`config.mk`:
```
export PLATFORM = sky130hd
export DESIGN_NAME = matrix_op_engine
export DESIGN_NICKNAME = d
export VERILOG_FILES = /design/src/rtl/matrix_op_engine.sv
export SDC_FILE = /design/constraint.sdc
export NUM_CORES = 2
export LEC_CHECK = 0
export ABC_AREA = 1
export BUFFER_PORTS_ARGS = -buffer_cell sky130_fd_sc_hd__buf_2
export CAP_MARGIN = 20
export CORE_MARGIN = 10
export CORE_UTILIZATION = 30
export DETAILED_ROUTE_END_ITERATION = 10
export GPL_TIMING_DRIVEN = 0
export SYNTH_ARGS = -nofsm -noshare
export SYNTH_HDL_FRONTEND = slang
export SYNTH_SLANG_ARGS = --single-unit
```
`constraint.sdc`:
```
create_clock -name clk -period 12.6 [get_ports clk]
set_input_delay 2.52 -clock clk [delete_from_list [all_inputs] [get_ports clk]]
set_output_delay 2.52 -clock clk [all_outputs]
set_load 0.005 [all_outputs]
```
`src/rtl/matrix_op_engine.sv`:
```
// Element-serial 5x5 matrix engine: ADD/SUB/MUL/TRANSPOSE/SCALAR/CONV on latched operands
// through one shared 9x9 multiplier and 21-bit accumulator, with saturated signed 8-bit results.
module matrix_op_engine (
  input  logic         clk,
  input  logic         reset,
  input  logic         start,
  input  logic [2:0]   op_code,
  input  logic [1:0]   matrix_size,
  input  logic [199:0] pixel_data,
  input  logic [199:0] kernel_data,
  output logic [199:0] result_final,
  output logic         process_Done,
  output logic         busy
);

  typedef enum logic [1:0] {StIdle, StCompute, StDone} state_e;

  localparam logic [2:0] OpAdd    = 3'd0;
  localparam logic [2:0] OpSub    = 3'd1;
  localparam logic [2:0] OpMul    = 3'd2;
  localparam logic [2:0] OpTrans  = 3'd3;
  localparam logic [2:0] OpScalar = 3'd4;
  localparam logic [2:0] OpConv   = 3'd5;

  state_e state_q, state_d;
  logic [2:0]          op_q, op_d;
  logic [1:0]          size_q, size_d;
  logic [199:0]        a_q, a_d, b_q, b_d;
  logic [2:0]          r_q, r_d, c_q, c_d, k_q, k_d;
  logic signed [20:0]  acc_q, acc_d;
  logic [199:0]        buf_q, buf_d, result_q, result_d;
  logic                done_q, done_d, busy_q, busy_d;

  logic [2:0]          nm1;
  logic                last_r, last_c, last_k, step_last;
  logic [4:0]          idx_rc, a_idx, b_idx, wr_idx;
  logic [7:0]          a_byte, b_byte;
  logic signed [17:0]  opa_x, opb_x, prod;
  logic signed [20:0]  opa_w, opb_w, prod_w, value;
  logic                wr_en;

  function automatic logic [4:0] idx_of(input logic [2:0] r, input logic [2:0] c);
    logic [4:0] rr;
    rr = {2'b00, r};
    return (rr << 2) + rr + {2'b00, c};
  endfunction

  function automatic logic [7:0] sat8(input logic signed [20:0] v);
    if (v > 21'sd127) begin
      return 8'h7f;
    end else if (v < -21'sd128) begin
      return 8'h80;
    end else begin
      return v[7:0];
    end
  endfunction

  assign nm1    = {1'b0, size_q} + 3'd1;
  assign last_r = (r_q == nm1);
  assign last_c = (c_q == nm1);
  assign last_k = (k_q == nm1);
  assign idx_rc = idx_of(r_q, c_q);

  // Reserved opcodes take a single dummy step.
  assign step_last = (op_q == OpMul)     ? (last_k & last_c & last_r) :
                     (op_q[2:1] == 2'b11) ? 1'b1 : (last_c & last_r);

  always_comb begin
    a_idx = idx_rc;
    b_idx = idx_rc;
    case (op_q)
      OpMul: begin
        a_idx = idx_of(r_q, k_q);
        b_idx = idx_of(k_q, c_q);
      end
      OpTrans:  a_idx = idx_of(c_q, r_q);
      OpScalar: b_idx = 5'd0;
      default: ;
    endcase
  end

  assign a_byte = a_q[{a_idx, 3'b000} +: 8];
  assign b_byte = b_q[{b_idx, 3'b000} +: 8];
  assign opa_x  = {10'b0, a_byte};
  assign opb_x  = {{10{b_byte[7]}}, b_byte};
  assign prod   = opa_x * opb_x;
  assign opa_w  = {13'b0, a_byte};
  assign opb_w  = {{13{b_byte[7]}}, b_byte};
  assign prod_w = {{3{prod[17]}}, prod};

  // State register (plus all datapath registers)
  always_ff @(posedge clk) begin
    if (reset) begin
      state_q  <= StIdle;
      op_q     <= '0;
      size_q   <= '0;
      a_q      <= '0;
      b_q      <= '0;
      r_q      <= '0;
      c_q      <= '0;
      k_q      <= '0;
      acc_q    <= '0;
      buf_q    <= '0;
      result_q <= '0;
      done_q   <= 1'b0;
      busy_q   <= 1'b0;
    end else begin
      state_q  <= state_d;
      op_q     <= op_d;
      size_q   <= size_d;
      a_q      <= a_d;
      b_q      <= b_d;
      r_q      <= r_d;
      c_q      <= c_d;
      k_q      <= k_d;
      acc_q    <= acc_d;
      buf_q    <= buf_d;
      result_q <= result_d;
      done_q   <= done_d;
      busy_q   <= busy_d;
    end
  end

  // Next-state logic
  always_comb begin
    state_d = state_q;
    unique case (state_q)
      StIdle:    if (start) state_d = StCompute;
      StCompute: if (step_last) state_d = StDone;
      StDone:    state_d = StIdle;
      default:   state_d = StIdle;
    endcase
  end

  // Outputs and datapath
  always_comb begin
    op_d     = op_q;
    size_d   = size_q;
    a_d      = a_q;
    b_d      = b_q;
    r_d      = r_q;
    c_d      = c_q;
    k_d      = k_q;
    acc_d    = acc_q;
    buf_d    = buf_q;
    result_d = result_q;
    done_d   = 1'b0;
    busy_d   = busy_q;
    value    = '0;
    wr_en    = 1'b0;
    wr_idx   = idx_rc;
    unique case (state_q)
      StIdle: begin
        // busy stays up through the cycle after the done pulse, then follows acceptance
        busy_d = start;
        if (start) begin
          op_d   = op_code;
          size_d = matrix_size;
          a_d    = pixel_data;
          b_d    = kernel_data;
          r_d    = '0;
          c_d    = '0;
          k_d    = '0;
          acc_d  = '0;
          buf_d  = '0;
        end
      end
      StCompute: begin
        busy_d = 1'b1;
        case (op_q)
          OpAdd: begin
            value = opa_w + opb_w;
            wr_en = 1'b1;
          end
          OpSub: begin
            value = opa_w - opb_w;
            wr_en = 1'b1;
          end
          OpMul: begin
            value = acc_q + prod_w;
            acc_d = last_k ? '0 : value;
            wr_en = last_k;
          end
          OpTrans: begin
            value = opa_w;
            wr_en = 1'b1;
          end
          OpScalar: begin
            value = prod_w;
            wr_en = 1'b1;
          end
          OpConv: begin
            value  = acc_q + prod_w;
            acc_d  = value;
            wr_en  = step_last;
            wr_idx = 5'd0;
          end
          default: ;
        endcase
        if (wr_en) buf_d[{wr_idx, 3'b000} +: 8] = sat8(value);
        if ((op_q == OpMul) && !last_k) begin
          k_d = k_q + 3'd1;
        end else begin
          k_d = '0;
          if (!last_c) begin
            c_d = c_q + 3'd1;
          end else begin
            c_d = '0;
            r_d = r_q + 3'd1;
          end
        end
      end
      StDone: begin
        busy_d   = 1'b1;
        done_d   = 1'b1;
        result_d = buf_q;
      end
      default: ;
    endcase
  end

  assign result_final = result_q;
  assign process_Done = done_q;
  assign busy         = busy_q;

endmodule

```
Word level (Yosys, flattened, before mapping)

Index checks and enable logic that the tools add are counted.

Output and inout port bits: 202
Logic and storage cells: 107
Register bits after elaboration: 839
Input bits: 408

Order comparisons: 2
Reductions and logical operators: 16
Multiply operators: 1
$add $sub $neg: 15
Eq/ne operators: 17
Bitwise operators: 3
Multiplexer cells: 36
Shift-type cells: 4

Operator list:

| cell                       | number |
|---|---|
| $mux W200                  | 2 |
| $pmux W200 S2              | 1 |
| $shiftx A200 B9 Y8         | 2 |
| $bwmux W200                | 1 |
| $shift A8 B10 Y200 const A | 1 |
| $shiftx A8 B10 Y200        | 1 |
| $pmux W21 S5               | 1 |
| $pmux W21 S2               | 2 |
| $mux W21                   | 3 |
| $add A5 B3 Y5              | 7 |
| $mux W8                    | 4 |
| $add A21 B17 Y21           | 1 |
| $gt A21 B8 Y1 const B      | 1 |
| $lt A21 B8 Y1 const B      | 1 |
| $pmux W5 S2                | 2 |
| $mux W3                    | 6 |
| $pmux W3 S2                | 3 |
| $mul A9 B8 Y17             | 1 |
| $add A9 B8 Y10             | 1 |
| $mux W5                    | 2 |
| $neg A8 Y10                | 1 |
| $sub A9 B8 Y10             | 1 |
| $add A3 B1 Y3 const B      | 3 |
| $eq A3 B3 Y1               | 3 |
| 25 further kinds           | 43 |

Logic depth before layout (Yosys ltp)

Word-level depth: 17
Mapped depth: 55
Mapped depth without buffers: 55

Least setup slack after synthesis

No wires, ideal clock.

Kind: register to register
Start: register c_q[2]
End: register buf_q[185]
Path buffers: 2
Path slack: 3.858 ns
Setup time: 0.070 ns
Arrival: 8.671 ns
Stages on the path, launching flop included: 48
Clock period less this slack: 8.742 ns
Data required time: 12.530 ns
Path through: dfxtp_1 -> fa_1 -> inv_1 -> fa_1 -> o22ai_4 -> clkbuf_1 -> clkbuf_1 -> a221oi_1 -> o311ai_0 -> nand2_1 -> inv_1 -> nor2_1 -> fa_1 -> inv_1 -> fa_1 -> inv_1 -> fa_1 -> inv_1 -> (+12 left out) -> nor3b_1 -> nand3_1 -> nand3_1 -> nand3b_1 -> nand3_1 -> nand2_1 -> inv_1 -> o211ai_1 -> nand2_1 -> nor2_2 -> nand2_2 -> nand2_4 -> nand2_2 -> nand2_4 -> nand3_2 -> nor2_2 -> nand3_1 -> a21oi_1

Longest elaborated chain between the ends: 17
Elaborated cells between the ends (all ways): 38
Those cells by class: 8 x add/sub; 1 x mul; 2 x order compare; 2 x eq/ne; 4 x shift; 17 x mux; 3 x bitwise; 1 x reduce/logical

RTL lines:

| what                        | line     | source |
|---|---|---|
| start, declared             | 29       | `logic [2:0] r_q, r_d, c_q, c_d, k_q, k_d;` |
| start signal, assigned      | 100      | `c_q <= '0;` |
| start signal, assigned      | 114      | `c_q <= c_d;` |
| $add A5 B3 Y5 (2 in series) | 45       | `return (rr << 2) + rr + {2'b00, c};` |
| $pmux W5 S2                 | 71       | `case (op_q)` |
| $shiftx A200 B9 Y8          | 82       | `assign a_byte = a_q[{a_idx, 3'b000} +: 8];` |
| $mul A9 B8 Y17              | 86       | `assign prod = opa_x * opb_x;` |
| $add A21 B17 Y21            | 180, 193 |  |
| $pmux W21 S5                | 170      | `case (op_q)` |
| $mux W21                    | 152      | `unique case (state_q)` |
| $lt A21 B8 Y1               | 51       | `end else if (v < -21'sd128) begin` |
| $mux W8                     | 51       |  |
| $mux W8                     | 49       | `if (v > 21'sd127) begin` |
| $mux W8                     | 200      | `if (wr_en) buf_d[{wr_idx, 3'b000} +: 8] = sat8(value);` |
| $mux W8                     | 152      |  |
| $shiftx A8 B10 Y200         | 200      |  |
| $bwmux W200                 | 200      |  |
| $mux W200                   | 200      |  |
| $pmux W200 S2               | 152      |  |
| end signal, assigned        | 117      | `buf_q <= buf_d;` |
| end, declared               | 31       | `logic [199:0] buf_q, buf_d, result_q, result_d;` |

Parallel ways exist; a longest one is shown, timed or not. The select of a mux whose other input is x is not followed.
A chain may end at the register's enable or synchronous reset.

Worst setup path in the final report

Start: register c_q[0]
End: register buf_q[141]

Same word-level chain as after synthesis.

==> metrics <==
Hold Vio Cnt, Final 0; DP Wirelength 136,300 um; placed insts 7,845; io pins 610; initial antenna violation count 19; post-synthesis mux area share 0; Gate power share 0.483; Setup Buffers After CTS 0; via count 40.21k; syn_area_per_cell 7.107 sq um; status finished, final reports clean; Cells after Synth 5,494; drt first-iter violations 3,577; Slew HR 0.2746; num rows 132; RSZ-0062 raised after global routing false; area share of the largest cell type after synthesis 0.4302; Final Instance Count excl. Fillers 8,013; root buffer cell clkbuf_16; most frequent cell on the critical path inv_1; worst endpoint required time 13,200 ps; Max Freq 87.58 MHz; share of post-route cells with drive strength above 1 0.1430; CP arrival 12,010 ps; worst-path fanout max 10; drt total wl 169,500 um; most numerous cell in the Yosys netlist nor2_1; Clock Power Share 0.239; drc violations 0; Hold Buf Count CTS 0; die footprint 145,000 sq um; wire length per cell 21.15 um; PostCTS Resize Cnt 0; Netlist Area Pre-Place 39,050 sq um; CTS buffer count 88; Longest Clk Path Bufs 3; Pleak 20.66 nW; main combinational cell family by area after synthesis simple AND/OR/NAND/NOR gates; Post-synth EDFFs 0; distinct cell type count after synthesis 55; hold crit path type reg2reg; asr flop ratio synth 0; XOR/XNOR Fraction of Synth Area 0.007851; synth cell count leaders nor2_1 (1,303), nand2_1 (931), dfxtp_1 (839); worst-margin pin slew 1080 ps; total gr overflow 0; Net Sw Power 5.316 mW; ys flop type dfxtp_1; Max Cap Violations 0; final slew viol count 0; Setup TNS 0 ps; final net count 6,757; min Tclk post-route 11,420 ps; Global Route Usage Sum 0.2216; number of buffers added on ports 609; Die H 380.8 um; FF+latch count, synth 839; Synth Area in Compound Gates 0.1618; routability congestion estimate 0.9794; Sequential Power Share 0.277; Placeable Area 129,500 sq um; maximum ir drop on the vdd rail 0.1475 mV; DIE WIDTH 380.8 um; power density cells 244.6 nW/um^2; top cells by area, synth dfxtp_1 (43%), nor2_1 (13%), nand2_1 (8.9%); largest net degree at the start of global routing 15; fin crit share 0.9062; Synthesized Nets 6,055; vias in the first global route 38.98k; Simple-Gate Fraction of Synth Area 0.2841; P_int 6.273 mW; top cell type by total area after synthesis dfxtp_1; area grow syn2layout 21.35%; post-layout util 0.3659; Worst path slowest cell o21ai_1; critical path's largest stage delay 750 ps; Net Sw Frac 0.4587; crit end category register; Clk pin slew, worst setup/hold paths 60 ps; startpoint types register; Routed Antenna Nets 0; CTS H-tree depth 3; Initial Util 0.3016; first-pass GRT wire length 246,700 um; share of the yosys chip area belonging to registers 0.4302; worst-skew pair later-pin latency 700 ps; TritonCTS clock tree done; clock sink total 839; Synth Warn # 0; vias per cell 5.018; Setup-failing EPs final 0; Tot Pwr 11.59 mW; worst clock skew 49.79 ps; worst setup path class reg2reg; DRT Pass-1 Iters 6; post-synthesis adder-cell area fraction 0.05787
-- power by group through the flow --
stage,Combinational [mW],Sequential [mW],Clock (mW)
2_1_floorplan,3.57,3.20,0
6_report,5.60,3.22,2.77
5_1_grt,6.18,3.25,2.90
3_3_place_gp,5.50,3.26,0
4_1_cts,5.55,3.21,2.79
3_5_place_dp,5.51,3.27,0
-- worst max-delay path, delay by kind of cell (launching register included) --
| kind | cells | cell delay, ps |
|---|---|---|
| AOI/OAI and AO/OA | 7 | 1980 |
| adders and majority gates | 8 | 3410 |
| buffers and inverters | 10 | 1780 |
| DFF | 1 | 550 |
| and+or+nand+nor | 23 | 3570 |
-- layout by cell type, fill, tap and decap left out, types with 28 or more instances in the layout --
master	n
a21oi_1	388
nand2_1	931
fa_1	46
buf_2	644
ha_1	107
dfxtp_1	839
a221oi_1	45
nor2_1	1303
inv_1	232
nor3_1	28
o21ai_0	670
nor2_2	31
clkbuf_1	290
clkbuf_16	88
nand3_1	317
-- metal layers --
| metal | track usage | part of all wire | up-vias |
|---|---|---|---|
| li1 | - | - | 19430 |
| met1 | 0.2725 | 0.41 | 18960 |
| met2 | 0.3673 | 0.46 | 1455 |
| met3 | 0.04796 | 0.075 | 353 |
| met4 | 0.1034 | 0.050 | 14 |
| met5 | 0 | 0.00041 | - |
-- state kept, by name, summed over array words and instances (netlist names) --
signal / flops
a_q: 200
acc_q: 21
b_q: 200
buf_q: 200
busy: 1
c_q: 3
k_q: 3
op_q: 3
process_Done: 1
r_q: 3
result_final: 200
size_q: 2
state_q: 2
-- final timing paths --
check	depth (start not counted)	to	start	slack [ps]
worst min-delay path	2	a_q[196]$_SDFFE_PP0P_	a_q[196]$_SDFFE_PP0P_	460
worst min register to register	2	a_q[196]$_SDFFE_PP0P_	a_q[196]$_SDFFE_PP0P_	460
worst max register to register	48	buf_q[141]$_SDFFE_PP0P_	c_q[0]$_SDFFE_PP0P_	1180
worst max-delay path	48	buf_q[141]$_SDFFE_PP0P_	c_q[0]$_SDFFE_PP0P_	1180
-- logic make-up (layout without fill, tap and decap cells) --
| group | after synthesis | after routing |
|---|---|---|
| simple gates | 2705 | 2705 |
| compound gates | 1182 | 1182 |
| flops | 839 | 839 |
| buf+inv | 580 | 1353 |
| fa+ha+maj | 153 | 153 |
| xor+xnor | 35 | 35 |
| other cells | 0 | 4 |
-- per-stage QoR --
step	hold WS (ps)	instance area (sq um)	worst slack, ps
final	455.5	47380	1182
after global routing	474.0	47380	385.5
after CTS	454.1	47350	1305
after detailed placement	443.3	44270	1383
after global placement	440.4	44270	1380
after floorplan	424.5	39050	3858
-- final cells by class --
type                       instances  area, sq um
fill                           13980        82100
tap                             1742         2180
clock inverter                    39        605.6
buffer                           337         1361
antenna                            4        10.01
multi-input combinational       4075        19980
timing repair buffer             612         3070
clock buffer                     122         2470
inverter                         243        912.1
sequential                       839        16800
Power figures use the tool's default switching activity.
